==> src/rtl/sram_like_arbiter_if.sv <==
// ============================================================================
// Module   : sram_like_arbiter_if
// Purpose  : sram-like request/response bundle (req / addr_ok / data_ok).
// Revision : 1.0
// ============================================================================
`default_nettype none

interface sram_like_arbiter_if;
    logic        req;
    logic        wr;
    logic [1:0]  size;
    logic [31:0] addr;
    logic [3:0]  wstrb;
    logic [31:0] wdata;
    logic        addr_ok;
    logic        data_ok;
    logic [31:0] rdata;

    modport master (
        output req, wr, size, addr, wstrb, wdata,
        input  addr_ok, data_ok, rdata
    );

    modport slave (
        input  req, wr, size, addr, wstrb, wdata,
        output addr_ok, data_ok, rdata
    );
endinterface

`default_nettype wire

==> src/rtl/sram_like_arbiter.sv <==
// ============================================================================
// Module   : sram_like_arbiter
// Purpose  : Merges inst and data sram-like masters onto one slave port,
//            routing each data_ok back in issue order via an owner queue.
// Revision : 1.0
// ============================================================================
`default_nettype none

module sram_like_arbiter #(
    parameter int OT_DEPTH   = 4,
    parameter int STARVE_MAX = 8
) (
    input  wire                clk,
    input  wire                reset,
    sram_like_arbiter_if.slave  inst,
    sram_like_arbiter_if.slave  data,
    sram_like_arbiter_if.master slave,
    output logic               arb_err
);

    localparam int c_ptr_w = $clog2(OT_DEPTH);
    localparam int c_st_w  = $clog2(STARVE_MAX) + 1;
    localparam logic [c_ptr_w:0]  c_depth      = (c_ptr_w+1)'(OT_DEPTH);
    localparam logic [c_st_w-1:0] c_starve_max = c_st_w'(STARVE_MAX);

    typedef enum logic {
        OWN_INST = 1'b0,
        OWN_DATA = 1'b1
    } owner_e;

    logic [OT_DEPTH-1:0] r_q;
    logic [c_ptr_w-1:0]  r_wptr;
    logic [c_ptr_w-1:0]  r_rptr;
    logic [c_ptr_w:0]    r_cnt;
    logic                r_locked;
    owner_e              r_lock_owner;
    logic [c_st_w-1:0]   r_starve;
    logic                r_arb_err;

    owner_e w_owner;
    logic   w_gnt;
    logic   w_full;
    logic   w_own_req;
    logic   w_slave_req;
    logic   w_accept;
    logic   w_pop;
    logic   w_head;

    always_comb begin
        w_gnt   = 1'b1;
        w_owner = OWN_INST;
        if (r_locked)
            w_owner = r_lock_owner;
        else if (r_starve == c_starve_max && inst.req)
            w_owner = OWN_INST;
        else if (data.req)
            w_owner = OWN_DATA;
        else if (inst.req)
            w_owner = OWN_INST;
        else
            w_gnt = 1'b0;
    end

    assign w_full      = (r_cnt == c_depth);
    assign w_own_req   = (w_owner == OWN_DATA) ? data.req : inst.req;
    assign w_slave_req = w_gnt & w_own_req & ~w_full & ~reset;
    assign w_accept    = w_slave_req & slave.addr_ok;
    // Responses with nothing outstanding are flagged, never forwarded.
    assign w_pop       = slave.data_ok & (r_cnt != '0) & ~reset;
    assign w_head      = r_q[r_rptr];

    always_comb begin
        slave.req   = w_slave_req;
        slave.wr    = 1'b0;
        slave.size  = 2'd0;
        slave.addr  = 32'd0;
        slave.wstrb = 4'd0;
        slave.wdata = 32'd0;
        if (w_gnt) begin
            if (w_owner == OWN_DATA) begin
                slave.wr    = data.wr;
                slave.size  = data.size;
                slave.addr  = data.addr;
                slave.wstrb = data.wstrb;
                slave.wdata = data.wdata;
            end else begin
                slave.wr    = inst.wr;
                slave.size  = inst.size;
                slave.addr  = inst.addr;
                slave.wstrb = inst.wstrb;
                slave.wdata = inst.wdata;
            end
        end
    end

    assign inst.addr_ok = w_slave_req & slave.addr_ok & (w_owner == OWN_INST);
    assign data.addr_ok = w_slave_req & slave.addr_ok & (w_owner == OWN_DATA);
    assign inst.data_ok = w_pop & ~w_head;
    assign data.data_ok = w_pop & w_head;
    assign inst.rdata   = (w_pop & ~w_head) ? slave.rdata : 32'd0;
    assign data.rdata   = (w_pop & w_head)  ? slave.rdata : 32'd0;
    assign arb_err      = r_arb_err & ~reset;

    always_ff @(posedge clk) begin
        if (reset) begin
            r_q          <= '0;
            r_wptr       <= '0;
            r_rptr       <= '0;
            r_cnt        <= '0;
            r_locked     <= 1'b0;
            r_lock_owner <= OWN_INST;
            r_starve     <= '0;
            r_arb_err    <= 1'b0;
        end else begin
            if (w_accept) begin
                r_q[r_wptr] <= w_owner;
                r_wptr      <= r_wptr + 1'b1;
            end
            if (w_pop)
                r_rptr <= r_rptr + 1'b1;

            case ({w_accept, w_pop})
                2'b10:   r_cnt <= r_cnt + 1'b1;
                2'b01:   r_cnt <= r_cnt - 1'b1;
                default: r_cnt <= r_cnt;
            endcase

            if (slave.data_ok && r_cnt == '0)
                r_arb_err <= 1'b1;

            // Hold the grant until the issued request is taken by the slave.
            if (w_accept)
                r_locked <= 1'b0;
            else if (w_slave_req) begin
                r_locked     <= 1'b1;
                r_lock_owner <= w_owner;
            end

            if ((w_accept && w_owner == OWN_INST) || !inst.req)
                r_starve <= '0;
            else if (w_accept && w_owner == OWN_DATA && r_starve != c_starve_max)
                r_starve <= r_starve + 1'b1;
        end
    end

endmodule

`default_nettype wire

==> src/flat_wrapper.sv <==
// flat-port wrapper written by rule: the top's interface ports become plain ports
module sram_like_arbiter_flat 
#(
    parameter int OT_DEPTH   = 4,
    parameter int STARVE_MAX = 8
)
  (clk, reset, arb_err, inst_req, inst_wr, inst_size, inst_addr, inst_wstrb, inst_wdata, inst_addr_ok, inst_data_ok, inst_rdata, data_req, data_wr, data_size, data_addr, data_wstrb, data_wdata, data_addr_ok, data_data_ok, data_rdata, slave_req, slave_wr, slave_size, slave_addr, slave_wstrb, slave_wdata, slave_addr_ok, slave_data_ok, slave_rdata);
  sram_like_arbiter_if inst_i ();
  sram_like_arbiter_if data_i ();
  sram_like_arbiter_if slave_i ();
  input  wire clk;
  input  wire reset;
  output logic arb_err;
  input wire logic [$bits(inst_i.req)-1:0] inst_req;
  input wire logic [$bits(inst_i.wr)-1:0] inst_wr;
  input wire logic [$bits(inst_i.size)-1:0] inst_size;
  input wire logic [$bits(inst_i.addr)-1:0] inst_addr;
  input wire logic [$bits(inst_i.wstrb)-1:0] inst_wstrb;
  input wire logic [$bits(inst_i.wdata)-1:0] inst_wdata;
  output wire logic [$bits(inst_i.addr_ok)-1:0] inst_addr_ok;
  output wire logic [$bits(inst_i.data_ok)-1:0] inst_data_ok;
  output wire logic [$bits(inst_i.rdata)-1:0] inst_rdata;
  input wire logic [$bits(data_i.req)-1:0] data_req;
  input wire logic [$bits(data_i.wr)-1:0] data_wr;
  input wire logic [$bits(data_i.size)-1:0] data_size;
  input wire logic [$bits(data_i.addr)-1:0] data_addr;
  input wire logic [$bits(data_i.wstrb)-1:0] data_wstrb;
  input wire logic [$bits(data_i.wdata)-1:0] data_wdata;
  output wire logic [$bits(data_i.addr_ok)-1:0] data_addr_ok;
  output wire logic [$bits(data_i.data_ok)-1:0] data_data_ok;
  output wire logic [$bits(data_i.rdata)-1:0] data_rdata;
  output wire logic [$bits(slave_i.req)-1:0] slave_req;
  output wire logic [$bits(slave_i.wr)-1:0] slave_wr;
  output wire logic [$bits(slave_i.size)-1:0] slave_size;
  output wire logic [$bits(slave_i.addr)-1:0] slave_addr;
  output wire logic [$bits(slave_i.wstrb)-1:0] slave_wstrb;
  output wire logic [$bits(slave_i.wdata)-1:0] slave_wdata;
  input wire logic [$bits(slave_i.addr_ok)-1:0] slave_addr_ok;
  input wire logic [$bits(slave_i.data_ok)-1:0] slave_data_ok;
  input wire logic [$bits(slave_i.rdata)-1:0] slave_rdata;
  assign inst_i.req = inst_req;
  assign inst_i.wr = inst_wr;
  assign inst_i.size = inst_size;
  assign inst_i.addr = inst_addr;
  assign inst_i.wstrb = inst_wstrb;
  assign inst_i.wdata = inst_wdata;
  assign inst_addr_ok = inst_i.addr_ok;
  assign inst_data_ok = inst_i.data_ok;
  assign inst_rdata = inst_i.rdata;
  assign data_i.req = data_req;
  assign data_i.wr = data_wr;
  assign data_i.size = data_size;
  assign data_i.addr = data_addr;
  assign data_i.wstrb = data_wstrb;
  assign data_i.wdata = data_wdata;
  assign data_addr_ok = data_i.addr_ok;
  assign data_data_ok = data_i.data_ok;
  assign data_rdata = data_i.rdata;
  assign slave_req = slave_i.req;
  assign slave_wr = slave_i.wr;
  assign slave_size = slave_i.size;
  assign slave_addr = slave_i.addr;
  assign slave_wstrb = slave_i.wstrb;
  assign slave_wdata = slave_i.wdata;
  assign slave_i.addr_ok = slave_addr_ok;
  assign slave_i.data_ok = slave_data_ok;
  assign slave_i.rdata = slave_rdata;
  sram_like_arbiter #(.OT_DEPTH(OT_DEPTH), .STARVE_MAX(STARVE_MAX)) u_core (.clk(clk), .reset(reset), .inst(inst_i), .data(data_i), .slave(slave_i), .arb_err(arb_err));
endmodule
==> config.mk <==
export PLATFORM = sky130hd
export DESIGN_NAME = sram_like_arbiter_flat
export DESIGN_NICKNAME = d
export VERILOG_FILES = /design/src/rtl/sram_like_arbiter_if.sv /design/src/rtl/sram_like_arbiter.sv /design/src/flat_wrapper.sv
export SDC_FILE = /design/constraint.sdc
export NUM_CORES = 1
export LEC_CHECK = 0
export CAP_MARGIN = 20
export CELL_PAD_IN_SITES_DETAIL_PLACEMENT = 1
export CELL_PAD_IN_SITES_GLOBAL_PLACEMENT = 1
export CORE_MARGIN = 2
export CORE_UTILIZATION = 16
export CTS_CLUSTER_SIZE = 25
export DETAILED_ROUTE_END_ITERATION = 12
export GPL_TIMING_DRIVEN = 1
export PLACE_DENSITY_LB_ADDON = 0.1
export SETUP_SLACK_MARGIN = 0.15
export SYNTH_ARGS = -nofsm -noshare
export SYNTH_HDL_FRONTEND = slang
export SYNTH_SLANG_ARGS = --single-unit
export TNS_END_PERCENT = 100
==> constraint.sdc <==
create_clock -name clk -period 4.1 [get_ports clk]
set_clock_uncertainty 0.2 [all_clocks]
set_input_delay 0.41 -clock clk [delete_from_list [all_inputs] [get_ports clk]]
set_output_delay 0.41 -clock clk [all_outputs]
set_load 0.02 [all_outputs]
==> out/metrics.yaml <==
avgRoutedWirePerCell_um: 16.9
synth_top_area_cell: "nand2_1"
synth_nets: 614
num_antenna_cells: 0
finalNetCount: 912
vias: 4100
yosysUniqueCellTypes: 42
synth_area_um2: 2440
worstMarginPinSlew_ns: 0.659
grt_pass1_vias: 4185
total_power_uw: 1180
fmaxAchievable_ghz: 0.293
cap_violations: 0
tritoncts: "yes"
drt_first_iter_violations: 127
chipHeight_um: 128
synth_area_leaders: "nand2_1 (23%), a21oi_1 (16%), dfxtp_1 (15%)"
die_area_um2: 16300
cp.required_ns: 3.49
ir_worst_vdd_v: 0.0000975
antenna_found_initial: 0
core_um2: 15100
slew_headroom_pct: 56.0
htree_levels: 1
clockBufferDepth: 2
cts-resized-gates: 0
ant_nets: 0
synth_top_area_share_pct: 22.6
postCtsSetupBuffers: 0
cts_buffers: 3
hp-class: "reg -> reg"
drive_above_1_share_pct: 2.77
clock_sinks: 18
portBuffers: 320
fin_crit_sh_pct: 83.2
cellPowerDensity_nw_per_um2: 198
place.gp.congestion: 0.783
yosys_warnings: 0
finalHoldViolations: 0
async_flop_share_pct: 0
clock_latency_ns: 0.25
syn_to_final_growth_pct: 144
grt_start_max_net_pins: 72
ios: 321
placed_area_um2: 5860
min_period_ns: 3.41
cts-root-buf: "clkbuf_16"
cp.arrival_ns: 2.80
cp-start-kind: "input pin"
dr.pass1.iters: 4
path_clk_slew_ns: 0.05
die_w_um: 128
hpwl_mm: 12.6
fin_area_um2: 5950
grt-ovfl-total: 0
netlist_instances: 426
post_drt_via_cell_ratio: 4.50
grt_pass1_wl_mm: 22.6
status: "finished clean"
synth_flop_cell: "dfxtp_1"
cts_hold_buf: 0
power_leakage_uw: 0.00238
start_util_pct: 16.2
seq_area_frac_synth_pct: 14.7
ys_seq_elements: 18
grt_setup_unrepaired: "false"
fill_cells: 1883
routed_wl_mm: 15.4
timing.setup.tns_ns: 0
drc: 0
synth_edf_count: 0
avgSynthCellArea_um2: 5.74
grt_usage_pct: 17.5
drv_slew: 0
setup_viol: 0
worstSetupEndpointType: "output port"
fp-row-count: 45
cp_max_fo: 61
crit_type: "in -> out"
[stage by stage]
| step | utilization [%] | setup slack [ns] | instances | hold WS (ns) |
|---|---|---|---|---|
| final | 39.5 | 0.689 | 911 | 0.264 |
| after global routing | 39.5 | 0.511 | 911 | 0.307 |
| after floorplan | - | 1.57 | 426 | 0.229 |
| after global placement | 38.9 | 0.733 | 907 | 0.245 |
| after detailed placement | 38.9 | 0.671 | 907 | 0.255 |
| after CTS | 39.5 | 0.666 | 911 | 0.271 |
[cells in the final DEF, fill, tap and decap left out, drive strengths merged, types with 3 or more instances in the layout]
master	instances
nand2	147
clkbuf	4
clkdlybuf4s50	320
buf	8
dfxtp	18
nor2	11
ha	7
nor3	6
a31oi	6
a311oi	5
nand2b	3
xor2	4
a21oi	78
and2	33
inv	12
and3	33
o21ai	4
[synthesized netlist by cell type, types with 2 or more instances]
master and count:
xor2_1 4, and2_1 33, a31oi_1 6, or3_1 2
nand3b_1 2, a311oi_1 5, a21oi_1 78, o21ai_0 3
inv_1 11, clkbuf_1 28, and3_1 33, nor3_1 5
nand3_1 2, ha_1 7, dfxtp_1 18, o22ai_1 2
nand2b_1 3, nand2_1 147, nor2_1 11, buf_1 4
[layer usage]
layer | routed length (um) | share of wire (%) | global-route usage, %
met1 | 5620 | 37 | 18.2
met2 | 8070 | 52 | 34.2
met3 | 1470 | 9.5 | 5.40
met4 | 217 | 1.4 | 3.49
met5 | 0 | 0 | 0
[flip-flops by register name, summed over array words and instances, names as in the netlist]
name / count
u_core.r_arb_err: 1
u_core.r_cnt: 3
u_core.r_lock_owner: 1
u_core.r_locked: 1
u_core.r_q: 4
u_core.r_rptr: 2
u_core.r_starve: 4
u_core.r_wptr: 2
[power by group]
part	leakage (uW)	total, uW	switching, uW	internal, uW
clock network	0.0000442	217	68.8	149
logic	0.00219	768	368	400
registers	0.000146	195	10.9	184
total	0.00238	1180	448	733
[final cells by class]
cell class | count | area [um^2] | share of cell area (%)
timing repair buffer | 328 | 3310 | 55.7
multi-input combinational | 361 | 1910 | 32.1
sequential | 18 | 360 | 6.05
tap | 188 | 235 | 3.95
clock buffer | 4 | 88.8 | 1.49
inverter | 12 | 45.0 | 0.757
[path summary, 6_finish.rpt]
kind	slack, ns	cells after the start	to	from
max	0.69	7	slave_addr[28]	data_req
min	0.26	2	u_core.r_arb_err	u_core.r_arb_err
max reg2reg	1.39	10	u_core.r_cnt[2]	u_core.r_cnt[2]
min reg2reg	0.26	2	u_core.r_arb_err	u_core.r_arb_err
[cells by family after synthesis]
group,synth area share [%]
simple gates,47.0
compound gates,23.1
mux,1.33
xor+xnor,1.43
fa+ha+maj,4.40
buf+inv,7.99
flops,14.7
[worst max-delay path, cell delays in order]
cell             delay, ns
clkdlybuf4s50_1       0.60
nand2b_1              0.15
o21ai_4               0.36
buf_12                0.30
nand2_1               0.09
a21oi_1               0.17
clkdlybuf4s50_1       0.65
Power figures use the tool's default switching activity.
